File: src/rtl/imem_loader.sv
// Boot loader for the instruction memory: takes a length-prefixed byte stream,
// packs it into little-endian 32-bit words and keeps the CPU in reset until done.
module imem_loader #(
    parameter int DEPTH = 64,
    parameter int LEN_W = 16
) (
    input  logic        clk,
    input  logic        rst,
    input  logic        start,
    input  logic        byte_valid,
    input  logic [7:0]  byte_data,
    output logic        byte_ready,
    output logic        we,
    output logic [31:0] wa,
    output logic [31:0] wd,
    output logic        busy,
    output logic        done,
    output logic        err,
    output logic        cpu_hold
);

    typedef enum logic [2:0] {
        S_IDLE   = 3'd0,
        S_LEN_LO = 3'd1,
        S_LEN_HI = 3'd2,
        S_DATA   = 3'd3,
        S_WRITE  = 3'd4,
        S_DONE   = 3'd5,
        S_ERR    = 3'd6
    } state_t;

    localparam logic [LEN_W-1:0] DEPTH_L = LEN_W'(DEPTH);
    localparam logic [LEN_W-1:0] ONE_L   = LEN_W'(1);

    state_t           state;
    logic [LEN_W-1:0] len;
    logic [LEN_W-1:0] idx;
    logic [1:0]       lane;
    logic [23:0]      asm_word;

    logic             accept;
    logic [LEN_W-1:0] len_full;
    logic [LEN_W-1:0] idx_next;

    // Ready decode of the byte-consuming states.
    always_comb begin
        byte_ready = 1'b0;
        case (state)
            S_LEN_LO, S_LEN_HI, S_DATA: byte_ready = 1'b1;
            default:                    byte_ready = 1'b0;
        endcase
    end

    assign accept   = byte_valid && byte_ready;
    assign len_full = LEN_W'({byte_data, len[7:0]});
    assign idx_next = idx + ONE_L;

    // Load sequencer with registered status and write-port outputs.
    always_ff @(posedge clk or posedge rst) begin
        if (rst) begin
            state    <= S_IDLE;
            len      <= '0;
            idx      <= '0;
            lane     <= 2'd0;
            asm_word <= 24'd0;
            we       <= 1'b0;
            wa       <= 32'd0;
            wd       <= 32'd0;
            busy     <= 1'b0;
            done     <= 1'b0;
            err      <= 1'b0;
            cpu_hold <= 1'b1;
        end else begin
            we <= 1'b0;
            case (state)
                S_IDLE, S_DONE, S_ERR: begin
                    if (start) begin
                        state    <= S_LEN_LO;
                        done     <= 1'b0;
                        err      <= 1'b0;
                        busy     <= 1'b1;
                        cpu_hold <= 1'b1;
                        idx      <= '0;
                        lane     <= 2'd0;
                    end
                end
                S_LEN_LO: begin
                    if (accept) begin
                        len   <= LEN_W'(byte_data);
                        state <= S_LEN_HI;
                    end
                end
                S_LEN_HI: begin
                    if (accept) begin
                        len <= len_full;
                        if (len_full == '0) begin
                            state    <= S_DONE;
                            done     <= 1'b1;
                            busy     <= 1'b0;
                            cpu_hold <= 1'b0;
                        end else if (len_full > DEPTH_L) begin
                            // Oversized image: refuse it before any word is written.
                            state <= S_ERR;
                            err   <= 1'b1;
                            busy  <= 1'b0;
                        end else begin
                            state <= S_DATA;
                            lane  <= 2'd0;
                        end
                    end
                end
                S_DATA: begin
                    if (accept) begin
                        lane <= lane + 2'd1;
                        case (lane)
                            2'd0: asm_word[7:0]   <= byte_data;
                            2'd1: asm_word[15:8]  <= byte_data;
                            2'd2: asm_word[23:16] <= byte_data;
                            default: begin
                                state <= S_WRITE;
                                we    <= 1'b1;
                                wa    <= 32'({idx, 2'b00});
                                wd    <= {byte_data, asm_word};
                            end
                        endcase
                    end
                end
                S_WRITE: begin
                    idx <= idx_next;
                    if (idx_next == len) begin
                        state    <= S_DONE;
                        done     <= 1'b1;
                        busy     <= 1'b0;
                        cpu_hold <= 1'b0;
                    end else begin
                        state <= S_DATA;
                    end
                end
                default: state <= S_IDLE;
            endcase
        end
    end

endmodule

File: config.mk
export PLATFORM = sky130hd
export DESIGN_NAME = imem_loader
export DESIGN_NICKNAME = d
export VERILOG_FILES = /design/src/rtl/imem_loader.sv
export SDC_FILE = /design/constraint.sdc
export NUM_CORES = 1
export LEC_CHECK = 0
export CAP_MARGIN = 25
export CORE_ASPECT_RATIO = 0.6
export CORE_MARGIN = 1
export CORE_UTILIZATION = 45
export CTS_CLUSTER_SIZE = 10
export DETAILED_ROUTE_END_ITERATION = 8
export PLACE_DENSITY = 0.67
export SYNTH_ARGS = -nofsm -noshare
export SYNTH_HDL_FRONTEND = slang
export SYNTH_SLANG_ARGS = --single-unit
File: constraint.sdc
create_clock -name clk -period 11.8 [get_ports clk]
set_clock_uncertainty 0.2 [all_clocks]
set_input_delay 2.36 -clock clk [delete_from_list [all_inputs] [get_ports clk]]
set_output_delay 2.36 -clock clk [all_outputs]
set_load 0.05 [all_outputs]
==> flow_summary.ini, run 1 <==
[worst_setup_path]
worstPathMaxFanout = 15
reg2reg_depth = 7
cp-start-kind = register
crit_path_cell_trace = inv_1 > a21oi_1 > clkdlybuf4s50_1
reg2reg_from = idx[0]
slowest_delay_ns = 0.83
end_kind = output pin
worstSetupPathType = register to output pin
required_ns = 9.24
worstReg2RegEnd = busy
reg2reg_slack_ns = 8.45
crit_arrival_ns = 2.37
worst_path_max_delay_cell = clkdlybuf4s50_1

[floorplan]
io_pins = 82
initial_core_util_pct = 47.2
core_area_um2 = 11600
chipWidth_um = 144
die_height_um = 87.3
rows = 30
dieArea_um2 = 12600

[power_and_ir_drop]
ir_drop_uv = 153
p_leak_nw = 3.07
power_density_nw_per_um2 = 243

[synthesis]
syn_area_um2 = 5460
synth-edff-count = 0
synth_area_leaders = dfrtp_1 (52%), mux2_2 (17%), o21ai_0 (3.5%), nand2_1 (2.7%), buf_4 (2.2%)
async_flop_share_pct = 100
synth_cell_types = 55
syn_avg_cell_area_um2 = 11.3
syn_inst = 483
seq_area_frac_synth_pct = 52.3
ys.warnings.count = 0
yosysTopAreaCell = dfrtp_1
synth_top_area_share_pct = 51.8
synth-main-ff-cell = dfrtp_1
synth-seq-cells = 114

[clocking]
path_clk_slew_ns = 0.05
cts_resized = 0
htree_levels = 4
insertion_delay_ns = 0.41
cts_made_buffers = 17
clockRootBuffer = clkbuf_16
cts_tree = done
clk_path_buf_depth = 2
cts.sinks = 114
postCtsSetupBuffers = 0
hold_buffers = 0

[layout]
fill_cells = 943
final_cell_mix = dfrtp_1 (113), mux2_2 (82), clkdlybuf4s50_1 (65)
final_common_cell = dfrtp_1
nNetsFinal = 562
drive_above_1_share_pct = 21.4
area_growth_pct = 23.7
stdcell_area_um2 = 6750
diodes = 0

[grt]
antenna_found_initial = 0
overflow = 0
grt_pass1_vias = 3950
grt_pass1_wl_um = 20500
grtUsageTotal_pct = 21.9
grt_max_degree = 73

[detailed_routing]
vias = 4010
wl_per_cell_um = 17.7
ant_nets = 0
dr.pass1.iters = 5
drtIter0Drc = 238
vias_per_cell = 5.59
drc = 0
routed_wl_um = 12700

[timing]
slew_viol_final = 0
fmax_mhz = 203
fin_crit_sh_pct = 41.8
setup_viol = 0
fin_crit_ns = 4.93
maxSlewHeadroom_pct = 28.6
worstMarginPinSlew_ns = 1.07
timing_hold_violations_final = 0
rsz0062_at_grt = no
tns_ns = 0

[min_path]
min_path_cells = 1
min_from = asm_word[12]
min_to = wd[12]
min_path_type = register to register

[job]
cap_violations = 0

[placement]
gp_congestion = 0.882
place_area_um2 = 6180
dp_hpwl_um = 8810
io_buffers = 65

[outcome]
status = finished clean
[per-layer routing]
| metal | global-route usage, % | part of all wire (%) | vias to the layer above |
|---|---|---|---|
| met2 | 31.8 | 43 | 139 |
| met5 | 0 | 0 | - |
| met3 | 4.12 | 4.9 | 16 |
| met1 | 32.0 | 50 | 2004 |
| li1 | - | - | 1851 |
| met4 | 9.28 | 1.3 | 0 |
[flip-flops by register name, indices dropped and copies added, names as in the netlist, 2 cells and up]
name and count:
wd 32, asm_word 24, idx 16, len 16
wa 16, state 3, lane 2
[worst max-delay path, delay by kind of cell, from the launching register on]
family                 cells  cell delay [ns]
buffers and inverters      2             1.12
flip-flops                 1             0.63
AO/OA/AOI/OAI              1             0.21
[power by group]
group | total (mW) | switching [mW] | internal (mW)
logic | 0.546 | 0.323 | 0.222
clock network | 0.502 | 0.173 | 0.328
registers | 0.591 | 0.0930 | 0.498
total | 1.64 | 0.590 | 1.05
[cell families (layout without fill, tap and decap cells)]
| logic type | Yosys count | count (layout) | synth area share [%] |
|---|---|---|---|
| multiplexers | 82 | 82 | 16.9 |
| XOR/XNOR | 19 | 19 | 3.05 |
| adder cells (fa/ha/maj) | 5 | 5 | 1.15 |
| AND/OR/NAND/NOR | 125 | 125 | 11.6 |
| AO/OA/AOI/OAI | 90 | 90 | 10.5 |
| flip-flops | 114 | 114 | 52.3 |
| buffers and inverters | 47 | 106 | 4.47 |
| other | 1 | 16 | 0.0687 |
[area by class of cell]
class / instances / area [um2] / share of cell area [%]
Clock buffer: 20 / 437 / 6.47
Sequential cell: 114 / 2850 / 42.3
Tap cell: 160 / 200 / 2.96
Clock inverter: 11 / 139 / 2.06
Multi-Input combinational cell: 337 / 2420 / 35.9
Timing Repair Buffer: 68 / 673 / 9.97
Inverter: 7 / 28.8 / 0.426
[metrics by stage]
step | std cells | worst slack (ns) | hold WS, ns | power, mW | util, %
after floorplan | 498 | 6.23 | 0.275 | 0.986 | -
after global placement | 685 | 6.67 | 0.278 | 1.12 | 53.4
after detailed placement | 686 | 6.57 | 0.287 | 1.14 | 53.4
after CTS | 717 | 6.87 | 0.302 | 1.65 | 58.4
after global routing | 717 | 6.74 | 0.310 | 1.72 | 58.4
final | 717 | 6.87 | 0.294 | 1.64 | 58.4
[cell usage after synthesis, types with 2 or more instances]
library cell / instances
xor2_1: 8
nand2_1: 40
and4_1: 3
nand2b_1: 3
a221oi_1: 2
a311oi_1: 2
o31ai_1: 4
a32o_1: 2
o21a_1: 2
o21ai_0: 38
xnor2_1: 11
mux2_2: 82
and3_1: 4
inv_1: 7
a21o_1: 5
nor3_1: 6
dfrtp_1: 113
a31oi_1: 5
o22ai_1: 5
buf_4: 16
ha_1: 5
nor2b_1: 7
buf_1: 4
clkbuf_1: 14
nand3_1: 21
or3_1: 2
nor4_1: 7
buf_2: 5
nand4_1: 6
a21oi_1: 14
nor2_1: 16
[worst max path at each step]
stage / from / endpoint
after global placement: byte_valid / wd[0]
after floorplan: rst / asm_word[0]
after detailed placement: byte_valid / wd[30]
after global routing: byte_valid / wd[17]
after CTS: state[0] / byte_ready
final: state[0] / byte_ready
Note: power is estimated with default switching activity, not from simulation.
==> inputs of run 2 (changes only) <==
clock period = 4.6 ns   (was 11.8 ns; I/O delays follow)
==> run 2 against run 1 <==
  * Worst setup slack got worse by 5.8 ns
  * Sequential power increased to 2.6 times the previous value
  * Flip-flop and latch count unchanged
  * Global-route usage increased by 0.41 points
  * First-iteration DRC count increased by 32%
  * Utilization increased by 0.63 points
  * Sequential share of layout area decreased by 0.45 points
  * Critical endpoint unchanged
==> flow_summary.ini, run 2 (synthesis gave the netlist of run 1 again) <==
[placement]
io_buffers = 65
gp_congestion = 0.891
place_area_um2 = 6190
place_inst = 686
dp_hpwl_um = 8540
post-place-ws_ns = 1.06

[grt]
overflow = 0
grt_pass1_wl_um = 20900
antenna_found_initial = 0
grtUsageTotal_pct = 22.3
grt_max_degree = 115
grt_pass1_vias = 4023

[layout]
multi_input_area_um2 = 2420
seq_area_um2 = 2850
nNetsFinal = 563
largestRegisters = wd x32, asm_word x24
stdcell_area_um2 = 6830
drive_above_1_share_pct = 21.7
final_cell_mix = dfrtp_1 (113), mux2_2 (82), clkdlybuf4s50_1 (65)
diodes = 0
largest_reg_flops = 32
final_common_cell = dfrtp_1
area_growth_pct = 25.0
stdcell_count = 718
fill_cells = 953
top_register = wd
finalCoreUtilization_pct = 59.0

[clocking]
path_clk_slew_ns = 0.05
clk_path_buf_depth = 2
cts_resized = 0
cts.sinks = 114
clockRootBuffer = clkbuf_16
cts_tree = done
hold_buffers = 0
htree_levels = 4
cts_made_buffers = 17
postCtsSetupBuffers = 0
insertion_delay_ns = 0.41

[detailed_routing]
dr.pass1.iters = 5
drtIter0Drc = 313
vias_per_cell = 5.66
ant_nets = 0
drc = 0
wl_per_cell_um = 17.8
vias = 4062
routed_wl_um = 12800

[min_path]
min_from = asm_word[7]
min_path_type = register to register
min_to = wd[7]
min_path_cells = 1

[power_and_ir_drop]
ir_drop_uv = 308
power_switching_share_pct = 35.5
p_total_mw = 4.34
clockPowerShare_pct = 32.0
pwr-share-seq_pct = 35.1
p_int_mw = 2.80
p_leak_nw = 3.11
power_frac_comb_pct = 32.8
p_sw_mw = 1.54
power_density_nw_per_um2 = 635

[worst_setup_path]
crit_arrival_ns = 2.44
required_ns = 3.48
worstSetupPathType = register to output pin
end_kind = output pin
worstPathMaxFanout = 15
worstReg2RegEnd = state[1]
reg2reg_depth = 7
reg2reg_slack_ns = 1.28
reg2reg_from = idx[0]
cp-start-kind = register

[outcome]
status = finished clean

[floorplan]
core_area_um2 = 11600
io_pins = 82
die_height_um = 87.3
dieArea_um2 = 12600
rows = 30
chipWidth_um = 144
initial_core_util_pct = 47.2

[timing]
fin_ws_ns = 1.04
maxSlewHeadroom_pct = 35.2
holdWs_ns = 0.299
fmax_mhz = 281
rsz0062_at_grt = no
worstMarginPinSlew_ns = 0.969
fin_crit_ns = 3.56
fin_crit_sh_pct = 77.3
tns_ns = 0
slew_viol_final = 0
timing_hold_violations_final = 0
setup_viol = 0

[job]
cap_violations = 0
-- run 2: cell count changes in the layout (fill, tap and decap cells not counted), sizes merged --
cell    change
buf         +1
bufinv      +1
clkinv      -3
clkbuf      +2
-- run 2: power by group through the flow --
stage | clock (mW) | combinational, mW | sequential, mW
2_1_floorplan | 0 | 0.833 | 1.70
3_3_place_gp | 0 | 1.37 | 1.52
3_5_place_dp | 0 | 1.41 | 1.53
4_1_cts | 1.41 | 1.42 | 1.52
5_1_grt | 1.45 | 1.54 | 1.56
6_report | 1.39 | 1.42 | 1.52
-- run 2: layer usage --
metal | vias to the layer above | GRT usage (%) | share of wire (%)
met5 | - | 0 | 0
met3 | 22 | 5.77 | 6.9
met1 | 2031 | 32.9 | 50
met4 | 0 | 7.66 | 1.4
met2 | 157 | 31.6 | 42
li1 | 1852 | - | -
-- run 2: worst max path at each step --
stage                     cells after the start  slack, ns  startpoint     endpoint
after CTS                                     3       1.08    state[0]   byte_ready
after detailed placement                      6       1.06  byte_valid       wd[17]
after floorplan                               1       0.47         rst  asm_word[0]
final                                         3       1.04    state[0]   byte_ready
after global routing                          3       0.96    state[0]   byte_ready
after global placement                        6       1.16  byte_valid       wd[31]
-- run 2: worst max-delay path, cell delays in order, from the launching register on --
cell             delay [ns]
dfrtp_1                0.65
inv_1                  0.31
a21oi_1                0.22
clkdlybuf4s50_1        0.83
-- run 2: area by class of cell --
| cell class | instances | share of cell area (%) |
|---|---|---|
| flip-flops and latches | 114 | 41.8 |
| multi-input cells | 337 | 35.5 |
| repair buffers | 69 | 10.2 |
| clock buffers | 22 | 6.95 |
| well taps | 160 | 2.93 |
| clock inverters | 9 | 2.25 |
| inverters | 7 | 0.422 |
